<file path="config.mk">
export PLATFORM = sky130hd
export DESIGN_NAME = led_pattern_ctrl
export DESIGN_NICKNAME = d
export VERILOG_FILES = /design/src/rtl/led_pattern_ctrl_pkg.sv /design/src/rtl/led_tick_gen.sv /design/src/rtl/led_pattern_ctrl.sv
export SDC_FILE = /design/constraint.sdc
export NUM_CORES = 1
export LEC_CHECK = 0
export BUFFER_PORTS_ARGS = -buffer_cell sky130_fd_sc_hd__buf_4
export CAP_MARGIN = 20
export CORE_UTILIZATION = 50
export DETAILED_ROUTE_END_ITERATION = 6
export PLACE_DENSITY_LB_ADDON = 0.1
export SLEW_MARGIN = 20
export SYNTH_ARGS = -nofsm -noshare
export SYNTH_HDL_FRONTEND = slang
export SYNTH_SLANG_ARGS = --single-unit
</file>
<file path="constraint.sdc">
create_clock -name clk -period 2.9 [get_ports clk]
set_input_delay 0.435 -clock clk [delete_from_list [all_inputs] [get_ports clk]]
set_output_delay 0.435 -clock clk [all_outputs]
set_load 0.05 [all_outputs]
</file>
<file path="src/rtl/led_pattern_ctrl_pkg.sv">
`default_nettype none
// ============================================================================
// Module   : led_ctrl_pkg
// Purpose  : Shared mode encoding and pattern constants for the LED sequencer.
// Revision : 1.0  initial release
// ============================================================================
package led_ctrl_pkg;

    typedef enum logic [1:0] {
        MODE_ROT_R  = 2'd0,
        MODE_ROT_L  = 2'd1,
        MODE_BOUNCE = 2'd2,
        MODE_FILL   = 2'd3
    } mode_e;

    localparam logic [7:0] LED_INIT   = 8'hFE;
    localparam logic [7:0] LED_OFF    = 8'hFF;
    localparam logic [2:0] BOUNCE_MAX = 3'd7;
    localparam logic [3:0] FILL_MAX   = 4'd8;
    localparam logic       DIR_UP     = 1'b0;
    localparam logic       DIR_DOWN   = 1'b1;

endpackage : led_ctrl_pkg
`default_nettype wire

</file>
<file path="src/rtl/led_tick_gen.sv">
`default_nettype none
// ============================================================================
// Module   : led_tick_gen
// Purpose  : Step-rate prescaler; emits a one-cycle tick every BASE_DIV<<spd clocks.
// Revision : 1.0  initial release
// ============================================================================
module led_tick_gen #(
    parameter int BASE_DIV = 6000000,
    parameter int CNT_W    = 32
) (
    input  logic       clk,
    input  logic       rst,
    input  logic       clr,
    input  logic       pause,
    input  logic [1:0] spd,
    output logic       tick
);

    logic [CNT_W-1:0] cnt_q;
    logic [CNT_W-1:0] cnt_d;
    logic [CNT_W-1:0] w_limit;

    // A >= compare lets a freshly lowered spd fire at once instead of wrapping.
    always_comb begin
        w_limit = (CNT_W'(BASE_DIV) << spd) - CNT_W'(1);
        cnt_d   = cnt_q;
        tick    = 1'b0;
        if (clr) begin
            cnt_d = '0;
        end else if (!pause) begin
            if (cnt_q >= w_limit) begin
                cnt_d = '0;
                tick  = 1'b1;
            end else begin
                cnt_d = cnt_q + CNT_W'(1);
            end
        end
    end

    always_ff @(posedge clk) begin
        if (rst) begin
            cnt_q <= '0;
        end else begin
            cnt_q <= cnt_d;
        end
    end

endmodule : led_tick_gen
`default_nettype wire

</file>
<file path="src/rtl/led_pattern_ctrl.sv">
`default_nettype none
// ============================================================================
// Module   : led_pattern_ctrl
// Purpose  : 8-LED sequencer with four patterns, programmable rate and pause.
// Revision : 1.0  initial release
// ============================================================================
module led_pattern_ctrl
    import led_ctrl_pkg::*;
#(
    parameter int BASE_DIV = 6000000,
    parameter int CNT_W    = 32
) (
    input  logic       clk,
    input  logic       rst,
    input  logic       mode_next,
    input  logic       pause,
    input  logic [1:0] spd,
    output logic [7:0] led,
    output logic [1:0] mode,
    output logic       step
);

    mode_e       mode_q, mode_d;
    mode_e       w_mode_inc;
    logic [7:0]  led_q, led_d;
    logic [2:0]  pos_q, pos_d;
    logic        dir_q, dir_d;
    logic [3:0]  fill_q, fill_d;
    logic        step_q, step_d;
    logic        w_tick;

    led_tick_gen #(
        .BASE_DIV (BASE_DIV),
        .CNT_W    (CNT_W)
    ) u_tick_gen (
        .clk   (clk),
        .rst   (rst),
        .clr   (mode_next),
        .pause (pause),
        .spd   (spd),
        .tick  (w_tick)
    );

    // Mode entry outranks a coincident tick: reload, no step pulse.
    always_comb begin
        mode_d     = mode_q;
        led_d      = led_q;
        pos_d      = pos_q;
        dir_d      = dir_q;
        fill_d     = fill_q;
        step_d     = 1'b0;
        w_mode_inc = mode_e'(2'(mode_q + 2'd1));
        if (mode_next) begin
            mode_d = w_mode_inc;
            pos_d  = 3'd0;
            dir_d  = DIR_UP;
            fill_d = 4'd0;
            led_d  = (w_mode_inc == MODE_FILL) ? LED_OFF : LED_INIT;
        end else if (w_tick) begin
            step_d = 1'b1;
            case (mode_q)
                MODE_ROT_R: led_d = {led_q[0], led_q[7:1]};
                MODE_ROT_L: led_d = {led_q[6:0], led_q[7]};
                MODE_BOUNCE: begin
                    if (dir_q == DIR_UP) begin
                        pos_d = pos_q + 3'd1;
                        if (pos_d == BOUNCE_MAX) dir_d = DIR_DOWN;
                    end else begin
                        pos_d = pos_q - 3'd1;
                        if (pos_d == 3'd0) dir_d = DIR_UP;
                    end
                    led_d = ~(8'd1 << pos_d);
                end
                MODE_FILL: begin
                    fill_d = (fill_q == FILL_MAX) ? 4'd0 : fill_q + 4'd1;
                    led_d  = ~8'((9'd1 << fill_d) - 9'd1);
                end
                default: led_d = LED_INIT;
            endcase
        end
    end

    always_ff @(posedge clk) begin
        if (rst) begin
            mode_q <= MODE_ROT_R;
            led_q  <= LED_INIT;
            pos_q  <= 3'd0;
            dir_q  <= DIR_UP;
            fill_q <= 4'd0;
            step_q <= 1'b0;
        end else begin
            mode_q <= mode_d;
            led_q  <= led_d;
            pos_q  <= pos_d;
            dir_q  <= dir_d;
            fill_q <= fill_d;
            step_q <= step_d;
        end
    end

    assign led  = led_q;
    assign mode = mode_q;
    assign step = step_q;

endmodule : led_pattern_ctrl
`default_nettype wire

</file>
# [After elaboration in Yosys (flattened, before gate mapping)]
# Index checks and enable logic that the tools add are counted.
[totals] inputBits=6 register_bits=51 word_cells=49
[classes] n_reduce_logical=6 shift=3 bitwise=2 order_cmp=1 n_eq_ne=6 add_sub_neg=7 muxes=17
[op_table] cell="$add A32 B1 Y32 const B" count=1
[op_table] cell="$ge A32 B32 Y1" count=1
[op_table] cell="$mux W32" count=1
[op_table] cell="$pmux W8 S4" count=1
[op_table] cell="$shl A23 B2 Y32 const A" count=1
[op_table] cell="$sub A32 B2 Y32 const B" count=1
[op_table] cell="$mux W8" count=2
[op_table] cell="$not A8 Y8" count=2
[op_table] cell="$mux W3" count=4
[op_table] cell="$mux W1" count=8
[op_table] cell="$shl A1 B3 Y8 const A" count=1
[op_table] cell="$shl A1 B4 Y8 const A" count=1
[op_table] cell="$sub A8 B1 Y8 const B" count=1
[op_table] cell="$eq A2 B2 Y1 const B" count=3
[op_table] cell="$add A4 B1 Y4 const B" count=1
[op_table] cell="$eq A4 B4 Y1 const B" count=1
[op_table] cell="$mux W4" count=1
[op_table] cell="$reduce_and A2 Y1" count=2
[op_table] cell="$add A3 B1 Y3 const B" count=1
[op_table] cell="$eq A3 B3 Y1 const B" count=1
[op_table] cell="$logic_not A3 Y1" count=1
[op_table] cell="$sub A3 B1 Y3 const B" count=1
[op_table] cell="$add A2 B1 Y2 const B" count=1
[op_table] cell="$eq A2 B1 Y1 const B" count=1
[op_table] cell="other kinds (3)" count=3

# [Longest topological paths before layout]
# Gate-level depths: netlist of the first run.
[logic_depth] ltp_word=13 depth_mapped=16

# [Cells and area by module]
# From an unflattened synthesis of the first run, not the netlist that was laid out.
[hier_totals] cells_unflattened=443 hier_area_um2=3632.2
[modules_own_cells] module="led_tick_gen" area_each_um2=2160.8 n_inst=1 seq_area_each_um2=640.6 cells_each=250
[modules_own_cells] module="led_pattern_ctrl" area_each_um2=1471.4 n_inst=1 seq_area_each_um2=380.4 cells_each=193

# [Least setup slack after synthesis of the first run]
# No wires, ideal clock.
[synth_timing] path_kind="in2reg" from="in spd[1]" to="reg dir_q" cell_stages=13 n_path_buf=1 arrival_time_ns=2.885 slack_ns=-0.110 path_cell_list="inv_1 -> ha_1 -> nor4b_1 -> nand2_1 -> ha_1 -> nand4_2 -> nor4_2 -> nand2_1 -> o211ai_4 -> nand2_2 -> buf_2 -> o211ai_1 -> o31ai_1"
[synth_via] elab_chain_len=7
[synth_lines] item="start, declared" line_no="led_pattern_ctrl.sv:17" rtl="input logic [1:0] spd,"
[synth_lines] item="$shl A23 B2 Y32" line_no="led_tick_gen.sv:25" rtl="w_limit = (CNT_W'(BASE_DIV) << spd) - CNT_W'(1);"
[synth_lines] item="$sub A32 B2 Y32" line_no="led_tick_gen.sv:25"
[synth_lines] item="$ge A32 B32 Y1" line_no="led_tick_gen.sv:31" rtl="if (cnt_q >= w_limit) begin"
[synth_lines] item="$mux W1" line_no="led_tick_gen.sv:31"
[synth_lines] item="$mux W1" line_no="led_tick_gen.sv:30" rtl="end else if (!pause) begin"
[synth_lines] item="$mux W1" line_no="led_tick_gen.sv:28" rtl="if (clr) begin"
[synth_lines] item="$reduce_and A2 Y1 (no line)"
[synth_lines] item="end signal, assigned" line_no="led_pattern_ctrl.sv:95" rtl="dir_q <= dir_d;"
[synth_lines] item="end, declared" line_no="led_pattern_ctrl.sv:27" rtl="logic dir_q, dir_d;"
# No other way between the ends.
# A chain may end at the register's enable or synchronous reset.

# [Final worst setup path of the first run]
[layout_timing] from="in spd[1]" to="reg led_q[5] (netlist: led[5])"
[layout_via] elab_chain_len=7
[layout_lines] item="$shl A23 B2 Y32" line_no="led_tick_gen.sv:25"
[layout_lines] item="$sub A32 B2 Y32" line_no="led_tick_gen.sv:25"
[layout_lines] item="$ge A32 B32 Y1" line_no="led_tick_gen.sv:31"
[layout_lines] item="$mux W1" line_no="led_tick_gen.sv:31"
[layout_lines] item="$mux W1" line_no="led_tick_gen.sv:30"
[layout_lines] item="$mux W1" line_no="led_tick_gen.sv:28"
[layout_lines] item="$reduce_bool A2 Y1 (no line)"
[layout_lines] item="end signal, assigned" line_no="led_pattern_ctrl.sv:93" rtl="led_q <= led_d;"
[layout_lines] item="end, declared" line_no="led_pattern_ctrl.sv:25" rtl="logic [7:0] led_q, led_d;"
# No other way between the ends.

==> flow_metrics.py, run 1 <==
metrics = {
    "grt": {
        "grt_pass1_vias": 2936,
        "antenna_found_initial": 0,
        "grtUsageTotal_pct": 22.3,
        "grt_pass1_wl_um": 13500,
        "grt_max_degree": 30,
        "gr-total-overflow": 0,
    },
    "clock_network": {
        "cts_tree": "built",
        "cts_htree_levels": 2,
        "cts_buffers": 5,
        "clk_path_buf_depth": 2,
        "post-cts-setup-buffers": 0,
        "clock_latency_ps": 320,
        "path_clk_slew_ps": 110,
        "cts_sinks": 51,
        "cts-root-buf": "clkbuf_8",
        "cts-hold-fix-buffers": 0,
    },
    "detailed_routing": {
        "dr.pass1.iters": 4,
        "wire_per_inst_um": 13.9,
        "initialDrtViolationCount": 152,
        "finalWirelength_um": 8060,
        "drtAntennaViolNets": 0,
        "vias": 3193,
        "viasPerCell": 5.51,
        "drc": 0,
    },
    "floorplanning": {
        "rows": 30,
        "die_area_um2": 7640,
        "die_w_um": 87.4,
        "start_util_pct": 52.8,
        "core_area_um2": 6910,
        "pin_count": 17,
        "die_h_um": 87.4,
    },
    "timing": {
        "hold_ws_ps": 310,
        "fin_skew_ps": 17.3,
        "period_minus_slack_ps": 2810,
        "post-route-period-util_pct": 97.0,
        "max_freq_mhz": 355,
        "setup_viol": 0,
        "finalMaxSlewViolations": 0,
        "worst_slack_ps": 85.6,
        "rsz0062_at_grt": "yes",
        "hold_viol": 0,
    },
    "placed_design": {
        "gp_congestion": 0.895,
        "postPlaceCellArea_um2": 4060,
        "dpl_worst_slack_ps": -331,
        "dpl.hpwl_um": 6050,
        "portBuffers": 16,
    },
    "synthesis": {
        "yosysSeqAreaShare_pct": 28.0,
        "ys_seq_elements": 51,
        "synthArstFlopShare_pct": 0,
        "syn_inst": 445,
        "yosysWarnings": 0,
        "postSynthAreaPerCell_um2": 8.20,
        "synth_cell_types": 60,
        "synth_ff_type": "dfxtp_1",
        "netlist_area_um2": 3650,
        "synth-edff-count": 0,
    },
    "critical_path": {
        "start_kind": "input port",
        "path_max_fanout": 16,
        "endpoint_kind": "flip-flop",
        "cp.required_ps": 3170,
        "crit_arrival_ps": 3080,
        "worst-setup-path-type": "input port to flip-flop",
    },
    "min_path": {
        "hold_path_class": "input port to flip-flop",
    },
    "cells_and_area": {
        "drive_gt1_share_pct": 16.6,
        "final_nets": 535,
        "antenna_cells": 0,
        "fillers": 657,
        "final_common_cell": "nor2_1",
        "seqCellArea_um2": 1020,
        "final_area_um2": 4260,
        "multi_input_area_um2": 2540,
        "synthToLayoutAreaGrowth_pct": 16.7,
        "layout_common_cells": "nor2_1 (56), dfxtp_1 (50), buf_4 (46), ha_1 (45), nand2_1 (31)",
    },
    "status": {
        "outcome": "finished clean",
    },
    "power_and_ir_drop": {
        "irDropWorstVdd_uv": 278,
        "totalPowerFinal_mw": 1.43,
        "pwr_density_cell_nw_per_um2": 336,
        "leakage_nw": 1.74,
    },
    "run": {
        "maxCapViolations": 0,
    },
}
-- registers in the layout (all words and copies together) (netlist names) --
| name | count |
|---|---|
| dir_q | 1 |
| pos_q | 3 |
| u_tick_gen.cnt_q | 32 |
| step | 1 |
| mode | 2 |
| led | 8 |
| fill_q | 4 |
-- stage by stage --
step / instances / utilization (%) / TNS [ps]
after floorplan: 447 / - / 0
after CTS: 579 / 60.8 / 0
after global routing: 579 / 61.6 / -60.0
after detailed placement: 571 / 58.8 / -11010
final: 579 / 61.6 / 0
after global placement: 571 / 58.8 / -8700
-- area by class of cell --
type	count	area share, %
multi-input combinational	353	59.7
sequential	51	24.0
tap	96	2.82
clock inverter	2	0.823
timing repair buffer	47	8.58
clock buffer	6	1.94
inverter	24	2.12
-- kinds of logic (layout without fill, tap and decap cells) --
| logic type | after synthesis | in the layout | synth area share (%) |
|---|---|---|---|
| mux | 5 | 5 | 1.47 |
| fa+ha+maj | 47 | 47 | 16.1 |
| xor+xnor | 40 | 40 | 9.60 |
| simple gates | 165 | 165 | 22.7 |
| flops | 51 | 51 | 28.0 |
| compound gates | 93 | 93 | 17.1 |
| buf+inv | 43 | 79 | 4.90 |
| other cells | 1 | 3 | 0.103 |
-- report_power, final --
group	internal [mW]	leakage [nW]	switching [mW]	total [mW]
clock network	0.280	0.0612	0.248	0.528
registers	0.704	0.412	0.00600	0.710
logic	0.0765	1.27	0.115	0.192
total	1.06	1.74	0.370	1.43
-- cells in the mapped netlist (all sizes together) (2+ instances only) --
| cell | n | area, µm² |
|---|---|---|
| o31ai | 6 | 45.0 |
| and2 | 2 | 12.5 |
| nor3 | 5 | 30.0 |
| and4 | 2 | 17.5 |
| xor2 | 27 | 236 |
| nand2 | 34 | 130 |
| a311oi | 2 | 23.8 |
| buf | 12 | 62.6 |
| inv | 24 | 90.1 |
| o21a | 2 | 15.0 |
| and3 | 10 | 62.6 |
| clkbuf | 7 | 26.3 |
| nand4 | 11 | 81.3 |
| a21oi | 29 | 145 |
| mux2i | 5 | 53.8 |
| o22ai | 4 | 25.0 |
| o21ai | 18 | 90.1 |
| nand3 | 24 | 120 |
| a221o | 2 | 20.0 |
| or2 | 2 | 12.5 |
| ha | 47 | 588 |
| nor3b | 2 | 15.0 |
| a211o | 3 | 26.3 |
| nor4 | 2 | 33.8 |
| nand3b | 4 | 30.0 |
| o211ai | 7 | 66.3 |
| a211oi | 5 | 42.5 |
| a221oi | 5 | 43.8 |
| nor2 | 57 | 214 |
| dfxtp | 51 | 1020 |
| xnor2 | 13 | 114 |
| nor2b | 2 | 12.5 |
| nand2b | 4 | 25.0 |
-- layer usage --
| metal | track usage (%) | up-vias | routed length, µm | part of all wire, % |
|---|---|---|---|---|
| li1 | - | 1642 | - | - |
| met2 | 38.6 | 69 | 3870 | 48 |
| met5 | 0 | - | 0 | 0 |
| met4 | 5.66 | 0 | 78 | 0.97 |
| met1 | 29.0 | 1473 | 3810 | 47 |
| met3 | 3.13 | 9 | 303 | 3.8 |
-- critical path, cell delays in order --
cell      delay (ps)
buf_4            130
inv_2             90
ha_2             290
o31ai_2          230
nand2_1           90
ha_1             320
nand4_4          130
nor4_4           330
nand2_2          120
o211ai_4         300
nand2_4          180
a311oi_1         280
a211o_1          150
-- timing repair --
action | CTS | global route
setup endpoints to repair | 4 | 47
gates resized for setup | 3 | 13
pin swaps | 0 | 6
-- path summary, 6_finish.rpt --
path	depth (start not counted)	slack [ps]	start	endpoint
setup / recovery	13	90	spd[1]	led[5]
hold / removal	2	310	rst	mode[0]
setup reg to reg	12	230	fill_q[0]	led[4]
hold reg to reg	2	530	u_tick_gen.cnt_q[1]	u_tick_gen.cnt_q[1]
(Power assumes the default switching activity.)
==> run 2: changes to the inputs <==
--- a/config.mk
+++ b/config.mk
@@ -9,6 +9,7 @@
 export CAP_MARGIN = 20
 export CORE_UTILIZATION = 50
 export DETAILED_ROUTE_END_ITERATION = 6
+export GPL_ROUTABILITY_DRIVEN = 0
 export PLACE_DENSITY_LB_ADDON = 0.1
 export SLEW_MARGIN = 20
 export SYNTH_ARGS = -nofsm -noshare
==> constraint.sdc (replaced) <==
create_clock -name clk -period 3.5 [get_ports clk]
set_input_delay 0.525 -clock clk [delete_from_list [all_inputs] [get_ports clk]]
set_output_delay 0.525 -clock clk [all_outputs]
set_load 0.05 [all_outputs]
==> run 2 against run 1 <==
Die area did not move. Final area fell by 6.5%. Sequential power fell by 17%.
==> flow_metrics.py, run 2 (synthesis results as in run 1) <==
metrics = {
    "status": {
        "outcome": "finished clean",
    },
    "clock_network": {
        "post-cts-setup-buffers": 0,
        "path_clk_slew_ps": 110,
        "cts_tree": "built",
        "cts_htree_levels": 2,
        "ctsResizeCount": 0,
        "cts_buffers": 5,
        "cts-root-buf": "clkbuf_8",
        "cts-hold-fix-buffers": 0,
        "clk_path_buf_depth": 2,
        "clock_latency_ps": 320,
        "cts_sinks": 51,
    },
    "timing": {
        "period_minus_slack_ps": 3160,
        "finalMaxSlewViolations": 0,
        "post-route-period-util_pct": 90.3,
        "max_freq_mhz": 316,
        "rsz0062_at_grt": "no",
        "hold_viol": 0,
        "slew_headroom_pct": 57.4,
        "fin_skew_ps": 18.5,
        "setup_tns_ps": 0,
        "hold_ws_ps": 397,
        "setup_viol": 0,
        "worst-slew-pin-transition_ps": 639,
    },
    "detailed_routing": {
        "dr.pass1.iters": 4,
        "initialDrtViolationCount": 103,
        "drc": 0,
        "finalWirelength_um": 7920,
        "drtAntennaViolNets": 0,
        "wire_per_inst_um": 14.3,
        "vias": 3088,
        "viasPerCell": 5.57,
    },
    "critical_path": {
        "worst-setup-path-type": "input port to flip-flop",
        "r2r_cells": 12,
        "reg2reg_to": "led[4]",
        "path_max_fanout": 16,
        "start_kind": "input port",
        "r2r-start": "fill_q[0]",
        "crit_arrival_ps": 3430,
        "crit_start": "spd[1]",
        "rrSetupSlack_ps": 620,
        "cp.required_ps": 3770,
        "endpoint_kind": "flip-flop",
    },
    "power_and_ir_drop": {
        "power_frac_seq_pct": 51.3,
        "comb_power_share_pct": 11.7,
        "p_int_mw": 0.846,
        "switching_share_pct": 26.2,
        "power_switching_mw": 0.301,
        "leakage_nw": 1.61,
        "p_clk_share_pct": 37.0,
        "irDropWorstVdd_uv": 177,
        "pwr_density_cell_nw_per_um2": 288,
    },
    "floorplanning": {
        "start_util_pct": 52.8,
        "pin_count": 17,
        "rows": 30,
        "die_area_um2": 7640,
        "core_area_um2": 6910,
        "die_w_um": 87.4,
        "die_h_um": 87.4,
    },
    "cells_and_area": {
        "antenna_cells": 0,
        "fin_util_pct": 57.6,
        "multi_input_area_um2": 2460,
        "layout_common_cells": "nor2_1 (57), dfxtp_1 (51), ha_1 (47), nand2_1 (33), a21oi_1 (29)",
        "fillers": 641,
        "drive_gt1_share_pct": 9.39,
        "largest_reg_flops": 32,
        "seqCellArea_um2": 1020,
        "final_nets": 510,
        "final_common_cell": "nor2_1",
        "fin_cells": 554,
        "synthToLayoutAreaGrowth_pct": 9.12,
        "largest-register": "u_tick_gen.cnt_q",
    },
    "min_path": {
        "hold_path_class": "input port to flip-flop",
        "whs_path_depth": 2,
        "min_from": "rst",
        "holdPathEnd": "mode[1]",
    },
    "grt": {
        "grt_pass1_wl_um": 13400,
        "grtUsageTotal_pct": 22.1,
        "grt_pass1_vias": 3013,
        "antenna_found_initial": 0,
        "gr-total-overflow": 0,
        "grt_max_degree": 30,
    },
    "placed_design": {
        "portBuffers": 16,
        "placed_cells": 546,
        "dpl.hpwl_um": 5960,
    },
    "run": {
        "maxCapViolations": 0,
    },
}
run 2: changes by cell type in the layout (fill, tap and decap cells not counted), sizes merged:
cell	change
buf	-25
clkinv	+1
clkbuf	-1
run 2: cell type report:
cell class,count,area share (%)
clock buffers,5,1.73
clock inverters,3,1.10
inverters,24,2.26
multi-input cells,353,61.8
flip-flops and latches,51,25.6
well taps,96,3.02
repair buffers,22,4.46
run 2: worst max-delay path, stage by stage:
cell and delay, ps:
buf_4 140, inv_1 160, ha_1 250, nor4b_1 280
buf_4 180, nand2_1 50, ha_1 290, nand4_2 130
nor4_2 340, nand2_1 170, o211ai_4 250, nand2_2 230
a221oi_1 280, a211o_1 150
run 2: stage by stage:
stage	worst slack, ps	power [mW]	area (µm²)
final	340	1.15	3980
after detailed placement	27.4	0.735	3870
after floorplan	400	0.697	3660
after global routing	107	1.20	3980
after CTS	353	1.16	3980
after global placement	151	0.733	3870
run 2: worst max path at each step:
stage	depth (start not counted)	slack [ps]	endpoint
global placement	15	150	led[3]
floorplan	13	400	dir_q
CTS	14	350	led[2]
finish	14	340	led[2]
detailed placement	14	30	led[2]
global route	14	110	led[7]
run 2: power by group through the flow:
| stage | Sequential, mW | Clock (mW) | Combinational, mW |
|---|---|---|---|
| CTS | 0.588 | 0.433 | 0.134 |
| detailed placement | 0.602 | 0 | 0.133 |
| global route | 0.589 | 0.459 | 0.151 |
| global placement | 0.602 | 0 | 0.132 |
| finish | 0.588 | 0.424 | 0.134 |
| floorplan | 0.611 | 0 | 0.0862 |
run 2: routing by layer:
metal	wire length [µm]	vias up	track usage (%)	part of all wire [%]
met3	237	12	3.22	3.0
met5	0	-	0	0
met4	128	0	6.86	1.6
met2	3710	55	38.7	47
met1	3850	1435	27.9	49
li1	-	1586	-	-
==> run 3: changes to the inputs <==
--- a/config.mk
+++ b/config.mk
@@ -11,6 +11,7 @@
 export DETAILED_ROUTE_END_ITERATION = 6
 export GPL_ROUTABILITY_DRIVEN = 0
 export PLACE_DENSITY_LB_ADDON = 0.1
+export REMOVE_ABC_BUFFERS = 1
 export SLEW_MARGIN = 20
 export SYNTH_ARGS = -nofsm -noshare
 export SYNTH_HDL_FRONTEND = slang
==> run 3 against run 2 <==
Fmax shrank 3.3%. Core utilization up 0.33 points. Die area is the same. Combinational power about the same. Highest routed layer unchanged. Hold slack lost 4.0 ps. Sequential cell count unchanged. Global-route usage increased by 0.57 points. Clock skew decreased by 7.9 ps. Sequential power about the same. Wire length is 1.8% higher. Largest power group unchanged. Final area increased by 0.57%.
==> flow_metrics.py, run 3 (synthesis results as in run 1) <==
metrics = {
    "status": {
        "outcome": "finished clean",
    },
    "timing": {
        "hold_ws_ps": 393,
        "slew_headroom_pct": 55.4,
        "rsz0062_at_grt": "no",
        "setup_tns_ps": 0,
        "finalMaxSlewViolations": 0,
        "fin_skew_ps": 10.6,
        "hold_viol": 0,
        "period_minus_slack_ps": 3270,
        "post-route-period-util_pct": 93.4,
        "setup_viol": 0,
        "worst-slew-pin-transition_ps": 670,
        "max_freq_mhz": 306,
    },
    "clock_network": {
        "cts_sinks": 51,
        "post-cts-setup-buffers": 0,
        "ctsResizeCount": 0,
        "clock_latency_ps": 320,
        "cts_tree": "built",
        "clk_path_buf_depth": 2,
        "cts_buffers": 5,
        "cts-root-buf": "clkbuf_8",
        "cts_htree_levels": 2,
        "cts-hold-fix-buffers": 0,
        "path_clk_slew_ps": 110,
    },
    "floorplanning": {
        "die_h_um": 87.4,
        "die_w_um": 87.4,
        "die_area_um2": 7640,
        "start_util_pct": 52.8,
        "core_area_um2": 6910,
        "rows": 30,
        "pin_count": 17,
    },
    "cells_and_area": {
        "layout_common_cells": "nor2_1 (57), dfxtp_1 (51), ha_1 (47), nand2_1 (33), a21oi_1 (29)",
        "antenna_cells": 0,
        "fillers": 696,
        "largest-register": "u_tick_gen.cnt_q",
        "drive_gt1_share_pct": 9.78,
        "synthToLayoutAreaGrowth_pct": 9.74,
        "final_nets": 512,
        "largest_reg_flops": 32,
        "final_common_cell": "nor2_1",
    },
    "detailed_routing": {
        "drtAntennaViolNets": 0,
        "finalWirelength_um": 8070,
        "wire_per_inst_um": 14.5,
        "dr.pass1.iters": 4,
        "drc": 0,
        "initialDrtViolationCount": 111,
        "viasPerCell": 5.70,
        "vias": 3170,
    },
    "power_and_ir_drop": {
        "irDropWorstVdd_uv": 158,
        "pwr_density_cell_nw_per_um2": 289,
        "leakage_nw": 1.62,
    },
    "critical_path": {
        "crit_slowest_cell": "nor4_2",
        "worst-setup-path-type": "input port to flip-flop",
        "cp.required_ps": 3730,
        "path_max_fanout": 8,
        "endpoint_kind": "flip-flop",
        "crit_arrival_ps": 3500,
        "cpPeakStageDelay_ps": 360,
        "path_cells": "buf_4 -> inv_1 -> ha_1 -> nor4b_1 -> buf_4 -> nand2b_1 -> ha_1 -> nand4_1 -> nor4_2 -> nand2_1 -> o211ai_4 -> and2_1 -> a21oi_1 -> a311oi_2",
        "critical-path-top-delay-family": "simple AND/OR/NAND/NOR gates",
        "start_kind": "input port",
        "cp.buffers_inverters": 3,
    },
    "min_path": {
        "hold_path_class": "input port to flip-flop",
    },
    "grt": {
        "grt_max_degree": 30,
        "grt_pass1_vias": 2922,
        "gr-total-overflow": 0,
        "antenna_found_initial": 0,
        "grt_pass1_wl_um": 13800,
        "grtUsageTotal_pct": 22.7,
    },
    "placed_design": {
        "dpl.hpwl_um": 6030,
        "portBuffers": 16,
    },
    "run": {
        "maxCapViolations": 0,
    },
}
[run 3: cell types whose count changed in the layout (fill, tap and decap cells not counted)]
cell,previous run,this run
nand2_4,0,1
clkinvlp_4,0,1
clkinv_4,1,0
inv_6,0,1
buf_4,21,23
nand2_2,1,0
clkinv_2,1,0
[run 3: power by group]
group,switching [mW],total [mW],internal (mW),leakage [nW]
Combinational,0.0867,0.137,0.0499,1.16
Sequential,0.00450,0.588,0.584,0.412
Clock,0.215,0.431,0.216,0.0548
[run 3: worst paths after layout]
kind | from | depth (start not counted) | slack, ps | endpoint
hold reg to reg | u_tick_gen.cnt_q[31] | 2 | 540 | u_tick_gen.cnt_q[31]
setup reg to reg | fill_q[0] | 12 | 600 | led[4]
setup / recovery | spd[0] | 14 | 230 | pos_q[1]
hold / removal | rst | 2 | 390 | mode[0]
[run 3: layer usage]
| layer | routed length, µm | share of wire, % | vias to the layer above | GRT usage (%) |
|---|---|---|---|---|
| li1 | - | - | 1596 | - |
| met5 | 0 | 0 | - | 0 |
| met4 | 103 | 1.3 | 0 | 6.11 |
| met2 | 3910 | 48 | 62 | 38.0 |
| met3 | 251 | 3.1 | 11 | 2.94 |
| met1 | 3810 | 47 | 1501 | 30.5 |
[run 3: final cells by class]
class / count / area (µm²) / share of cell area, %
multi-input combinational: 353 / 2460 / 61.6
sequential: 51 / 1020 / 25.5
timing repair buffer: 24 / 193 / 4.81
tap: 96 / 120 / 3.00
inverter: 24 / 90.1 / 2.25
clock buffer: 5 / 68.8 / 1.72
clock inverter: 3 / 46.3 / 1.16
[run 3: stage by stage]
stage / std cells / cell area [µm²] / setup WS (ps) / power (mW) / util (%)
2_1_floorplan: 428 / 3570 / -184 / 0.692 / -
3_3_place_gp: 548 / 3880 / 82.3 / 0.735 / 56.2
3_5_place_dp: 548 / 3880 / -12.2 / 0.737 / 56.2
4_1_cts: 556 / 4000 / 297 / 1.16 / 57.9
5_1_grt: 556 / 4000 / 28.2 / 1.21 / 58.0
6_report: 556 / 4000 / 232 / 1.16 / 58.0
